`src/rtl/act_serializer_if.sv`:
```
// act_serializer_if: parallel-in / bit-serial-out bundle for act_serializer.
// Handshake: a word transfers on any rising clk edge where in_valid and
// in_ready are both high; in_valid may rise at any time and is ignored while
// in_ready is low, and in_data only needs to be stable on the transfer edge.
// fsm_state mirrors the serializer's state register for observation.
interface act_serializer_if #(
    parameter int HEIGHT    = 2,
    parameter int ACT_WIDTH = 8
);
    localparam int LANES = 4 * HEIGHT;

    logic [ACT_WIDTH*LANES-1:0] in_data;
    logic                       in_valid;
    logic                       in_ready;
    logic [LANES-1:0]           serial_out;
    logic [LANES-1:0]           lane_valid;
    logic                       busy;
    logic                       done;
    logic                       fsm_state;

    // Serializer side.
    modport slave (
        input  in_data,
        input  in_valid,
        output in_ready,
        output serial_out,
        output lane_valid,
        output busy,
        output done,
        output fsm_state
    );

    // Buffer / array side.
    modport master (
        output in_data,
        output in_valid,
        input  in_ready,
        input  serial_out,
        input  lane_valid,
        input  busy,
        input  done,
        input  fsm_state
    );
endinterface

```
`src/rtl/act_serializer.sv`:
```
// act_serializer: takes one parallel word of 8-bit activations (one per lane)
// and shifts each lane out bit-serially into the systolic array, lane l
// delayed by d(l) = 8*(l%4) + l/4 cycles to match the quantizer's staggered
// reset chain. A word occupies TOTAL = 24 + HEIGHT - 1 + 8 cycles in SEND,
// followed by a one-cycle done pulse in IDLE.
// Build option: define ACT_SERIALIZER_LSB_FIRST_EN to send each lane LSB first
// instead of MSB first; timing, skew and handshake do not change.
module act_serializer #(
    parameter int HEIGHT    = 2,
    parameter int ACT_WIDTH = 8
) (
    input  logic             clk,
    input  logic             reset,
    act_serializer_if.slave  bus
);
    localparam int W        = ACT_WIDTH;
    localparam int LANES    = 4 * HEIGHT;
    localparam int MAX_SKEW = 3 * W + HEIGHT - 1;
    localparam int TOTAL    = MAX_SKEW + W;
    localparam int CNT_W    = $clog2(TOTAL);
    localparam int DIFF_W   = CNT_W + 1;
    localparam int POS_W    = $clog2(W);

    localparam logic [CNT_W-1:0] T_LAST = CNT_W'(TOTAL - 1);

    typedef enum logic {
        IDLE = 1'b0,
        SEND = 1'b1
    } state_t;

    state_t               state;
    state_t               state_next;
    logic [CNT_W-1:0]     t;
    logic [CNT_W-1:0]     t_next;
    logic [W*LANES-1:0]   word;
    logic [W*LANES-1:0]   word_next;
    logic                 done_next;

    logic [LANES-1:0]     lane_win;
    logic [LANES-1:0]     lane_bit;
    logic [LANES-1:0]     ser_next;

    logic [LANES-1:0]     ser_q;
    logic [LANES-1:0]     vld_q;
    logic                 busy_q;
    logic                 done_q;

    // State, cycle counter and holding register.
    always_ff @(posedge clk or posedge reset) begin
        if (reset) begin
            state <= IDLE;
            t     <= '0;
            word  <= '0;
        end else begin
            state <= state_next;
            t     <= t_next;
            word  <= word_next;
        end
    end

    // Next-state logic: capture in IDLE, count through SEND, pulse done on exit.
    always_comb begin
        state_next = state;
        t_next     = t;
        word_next  = word;
        done_next  = 1'b0;
        case (state)
            IDLE: begin
                if (bus.in_valid) begin
                    state_next = SEND;
                    t_next     = '0;
                    word_next  = bus.in_data;
                end
            end
            SEND: begin
                if (t == T_LAST) begin
                    state_next = IDLE;
                    t_next     = '0;
                    done_next  = 1'b1;
                end else begin
                    t_next = t + CNT_W'(1);
                end
            end
            default: begin
                state_next = IDLE;
                t_next     = '0;
            end
        endcase
    end

    // Per-lane window decode. Outputs are computed from the *next* state so
    // that the registered serial bits line up with t on the same cycle; the
    // path from in_data always passes through the output registers.
    for (genvar l = 0; l < LANES; l++) begin : g_lane
        localparam int               DELAY   = W * (l % 4) + l / 4;
        localparam logic [DIFF_W-1:0] DELAY_V = DIFF_W'(DELAY);
        localparam logic [DIFF_W-1:0] WIN_LEN = DIFF_W'(W);

        logic [DIFF_W-1:0] rel;
        logic [POS_W-1:0]  pos;
        logic [W-1:0]      lane_word;

        // rel wraps to a large value (top bit set) before the window opens,
        // so a single unsigned compare covers both window edges.
        assign rel       = {1'b0, t_next} - DELAY_V;
        assign pos       = rel[POS_W-1:0];
        assign lane_word = word_next[W*l +: W];
        assign lane_win[l] = (state_next == SEND) && (rel < WIN_LEN);
`ifdef ACT_SERIALIZER_LSB_FIRST_EN
        assign lane_bit[l] = lane_word[pos];
`else
        assign lane_bit[l] = lane_word[POS_W'(W - 1) - pos];
`endif
    end

    assign ser_next = lane_bit & lane_win;

    // Registered outputs; everything drops to zero outside SEND.
    always_ff @(posedge clk or posedge reset) begin
        if (reset) begin
            ser_q  <= '0;
            vld_q  <= '0;
            busy_q <= 1'b0;
            done_q <= 1'b0;
        end else begin
            ser_q  <= ser_next;
            vld_q  <= lane_win;
            busy_q <= (state_next == SEND);
            done_q <= done_next;
        end
    end

    assign bus.in_ready   = (state == IDLE);
    assign bus.serial_out = ser_q;
    assign bus.lane_valid = vld_q;
    assign bus.busy       = busy_q;
    assign bus.done       = done_q;
    assign bus.fsm_state  = state;

endmodule

```
`src/flat_wrapper.sv`:
```
// flat-port wrapper written by rule: the top's interface ports become plain ports
module act_serializer_flat 
#(
    parameter int HEIGHT    = 2,
    parameter int ACT_WIDTH = 8
)
  (clk, reset, bus_in_data, bus_in_valid, bus_in_ready, bus_serial_out, bus_lane_valid, bus_busy, bus_done, bus_fsm_state);
  act_serializer_if #(.HEIGHT(HEIGHT), .ACT_WIDTH(ACT_WIDTH)) bus_i ();
  input  logic clk;
  input  logic reset;
  input wire logic [$bits(bus_i.in_data)-1:0] bus_in_data;
  input wire logic [$bits(bus_i.in_valid)-1:0] bus_in_valid;
  output wire logic [$bits(bus_i.in_ready)-1:0] bus_in_ready;
  output wire logic [$bits(bus_i.serial_out)-1:0] bus_serial_out;
  output wire logic [$bits(bus_i.lane_valid)-1:0] bus_lane_valid;
  output wire logic [$bits(bus_i.busy)-1:0] bus_busy;
  output wire logic [$bits(bus_i.done)-1:0] bus_done;
  output wire logic [$bits(bus_i.fsm_state)-1:0] bus_fsm_state;
  assign bus_i.in_data = bus_in_data;
  assign bus_i.in_valid = bus_in_valid;
  assign bus_in_ready = bus_i.in_ready;
  assign bus_serial_out = bus_i.serial_out;
  assign bus_lane_valid = bus_i.lane_valid;
  assign bus_busy = bus_i.busy;
  assign bus_done = bus_i.done;
  assign bus_fsm_state = bus_i.fsm_state;
  act_serializer #(.HEIGHT(HEIGHT), .ACT_WIDTH(ACT_WIDTH)) u_core (.clk(clk), .reset(reset), .bus(bus_i));
endmodule
```
`config.mk`:
```
export PLATFORM = sky130hd
export DESIGN_NAME = act_serializer_flat
export DESIGN_NICKNAME = d
export VERILOG_FILES = /design/src/rtl/act_serializer_if.sv /design/src/rtl/act_serializer.sv /design/src/flat_wrapper.sv
export SDC_FILE = /design/constraint.sdc
export NUM_CORES = 1
export LEC_CHECK = 0
export BUFFER_PORTS_ARGS = -buffer_cell sky130_fd_sc_hd__buf_2
export CORE_UTILIZATION = 48
export DETAILED_ROUTE_END_ITERATION = 6
export GPL_TIMING_DRIVEN = 0
export PLACE_DENSITY = 0.71
export SYNTH_ARGS = -nofsm -noshare
export SYNTH_HDL_FRONTEND = slang
export SYNTH_SLANG_ARGS = --single-unit
```
`constraint.sdc`:
```
create_clock -name clk -period 2.9 [get_ports clk]
set_input_delay 0.435 -clock clk [delete_from_list [all_inputs] [get_ports clk]]
set_output_delay 0.435 -clock clk [all_outputs]
set_load 0.005 [all_outputs]
```
==> results_dict.tcl <==
set metrics [dict create \
    run_status "complete, no violations" \
    final_cell_mix "nand2_1, buf_2, dfrtp_1" \
    antenna_cells 0 \
    syn2layout_area_growth_pct 21.4 \
    cts-root-buf "clkbuf_8" \
    setup_viol 0 \
    finalHoldViolations 0 \
    cts_buffers 9 \
    antenna_left 0 \
    period_share_pct 96.3 \
    core_area_mm2 0.00889 \
    grt_pass1_vias 3723 \
    grt-ovfl-total 0 \
    drive_gt1_share_pct 30.6 \
    cp_max_fo 10 \
    clk_pin_slew_worst_paths_ns 0.08 \
    clockBufferDepth 2 \
    vias 3788 \
    relSlewSlack_pct 60.9 \
    placed_area_mm2 0.00510 \
    final_area_mm2 0.00547 \
    syn_area_mm2 0.00450 \
    drt_first_iter_violations 189 \
    start_util_pct 50.6 \
    cp_data_arrival_time_ns 3.04 \
    die_area_mm2 0.00977 \
    layout_min_cycle_time_ns 2.79 \
    yosys.area.top_type "dfrtp_1" \
    synth_edf_count 0 \
    cts_hold_buf 0 \
    yosys_warnings 0 \
    crit_slowest_cell "or4_1" \
    tns_ns 0 \
    clk_latency_ns 0.36 \
    die_w_um 98.9 \
    pwr-share-comb_pct 58.1 \
    p_switching_mw 2.94 \
    routed_via_density 5.47 \
    synth_cells 474 \
    grt_max_degree 51 \
    min_path_type "input pin to asynchronous set/reset pin" \
    synthArstFlopShare_pct 100 \
    crit_required_ns 3.15 \
    power_density_mw_per_mm2 1280 \
    dr.pass1.iters 5 \
    rows 34 \
    syn_nets 549 \
    grt_antenna_before_repair 0 \
    hpwl_um 7630 \
    wl_um 10900 \
    drc 0 \
    path_class "register to register" \
    grt_pass1_wl_um 17900 \
    gp_congestion 0.835 \
    leakage_nw 2.81 \
    start_kind "register" \
    path_cells "buf_4 -> nand4_1 -> or4_1 -> o211a_4 -> ha_1 -> inv_1 -> nor2_1 -> nor3_2 -> a21bo_2 -> a31oi_1 -> a2111oi_2" \
    avgSynthCellArea_um2 9.50 \
    cts_htree_levels 3 \
    finalClockSkew_ns 0.0131 \
    synthFlopType "dfrtp_1" \
    nets 655 \
    cts_sinks 88 \
    synth_cell_types 57 \
    drv_cap 0 \
    fp.dieH_um 98.9 \
    final_core_util_pct 61.5 \
    wl_per_cell_um 15.7 \
    irDropWorstVdd_v 0.000508 \
    p_sw_share_pct 42.0 \
    layout_commonest_cell "nand2_1" \
    gr-usage-all-layers_pct 23.5 \
    pwr-share-seq_pct 28.7 \
    tritoncts "built" \
    tightestPinTransition_ns 0.587 \
    numPortBuffers 86 \
    drv_slew 0 \
    slowest_delay_ns 0.44 \
    synth_seq_cells 88 \
    power.internal_mw 4.06 \
    max_freq_mhz 358 \
    pin_count 87 \
    synth_top_area_share_pct 48.9 \
    cp-end-kind "register" \
    synthTopCellsByArea "dfrtp_1, nand2_1, mux2_2" \
    pwr-share-clk_pct 13.2 \
    seq_area_frac_synth_pct 48.9 \
]
## layer usage
| metal | track usage (%) | part of all wire (%) |
|---|---|---|
| met2 | 39.5 | 48 |
| met3 | 5.04 | 6.2 |
| met5 | 0 | 0 |
| met4 | 7.69 | 1.7 |
| met1 | 30.4 | 44 |
## critical path, delay by kind of cell (launching register included)
| family | cells | cell delay [ns] |
|---|---|---|
| fa+ha+maj | 1 | 0.23 |
| simple gates | 4 | 0.87 |
| compound gates | 4 | 0.91 |
| buf+inv | 2 | 0.26 |
| flops | 1 | 0.41 |
## Yosys cell counts, types with 2 or more instances
library cell and n:
o2111ai_1 2, a21oi_1 4, nand2_1 142, nand3_1 4, nor2_2 2, o21ai_0 17, nor2_1 37, and3_1 3
o311a_1 2, inv_2 2, buf_2 9, ha_1 8, mux2i_2 2, nor3_1 7, o22ai_1 2, o21a_1 2
a211oi_1 16, buf_1 2, buf_4 3, or3_1 5, o31a_1 2, mux2_2 25, a31oi_1 3, buf_6 2
dfrtp_1 88, clkbuf_1 9, nor3b_1 5, mux2i_1 24, inv_1 15, nand2b_1 3
## through the flow
step                      power [mW]  instances  setup slack, ns  hold slack (ns)
after detailed placement        5.74        669           -0.375            0.462
final                           7.00        693            0.107            0.109
after global placement          5.63        668           -0.787            0.454
after global routing            7.52        693          -0.0975            0.137
after floorplan                 4.80        474            0.108            0.440
after CTS                       6.78        686          -0.0438            0.103
## registers in the layout, summed over array words and instances, names as in the netlist
name and flops:
u_core.bus.done 1, u_core.bus.lane_valid 8, u_core.t 6, u_core.bus.serial_out 8
u_core.bus.fsm_state 1, u_core.word 64
## final timing paths
path	start	endpoint	slack, ns	depth (start not counted)
worst max-delay path	u_core.t[2]	u_core.bus.serial_out[4]	0.11	11
max in group asynchronous	reset	u_core.word[62]	2.18	3
worst min-delay path	reset	u_core.word[4]	0.11	2
min in group clk	bus_in_data[20]	u_core.word[20]	0.26	3
worst max register to register	u_core.t[2]	u_core.bus.serial_out[4]	0.11	11
worst min register to register	u_core.word[21]	u_core.word[21]	0.48	2
## area by class of cell
class / count / area (µm²)
fillers: 772 / 3430
multi-input cells: 343 / 2170
flip-flops and latches: 88 / 2210
clock inverters: 5 / 81.3
repair buffers: 96 / 526
well taps: 108 / 135
clock buffers: 11 / 131
plain buffers: 24 / 144
inverters: 18 / 72.6
## power groups by stage
stage / logic, mW / registers (mW) / clock network [mW]
detailed placement: 3.71 / 2.03 / 0
finish: 4.07 / 2.01 / 0.923
global route: 4.46 / 2.07 / 0.996
floorplan: 2.84 / 1.97 / 0
global placement: 3.63 / 2.01 / 0
CTS: 3.83 / 2.01 / 0.947
## repair_timing
action	CTS	global route
buffers inserted	2	7
resized for setup	8	19
pin swaps	1	4
endpoints found under the setup margin	6	7
## cell families (layout without fill, tap and decap cells)
kind of cell,after synthesis,count (layout),share of synthesized area [%]
flops,88,88,48.9
mux,52,52,12.4
xor+xnor,3,3,0.750
fa+ha+maj,8,8,2.22
buf+inv,43,154,4.42
compound gates,64,64,10.8
simple gates,216,216,20.5
Power figures use the tool's default switching activity.
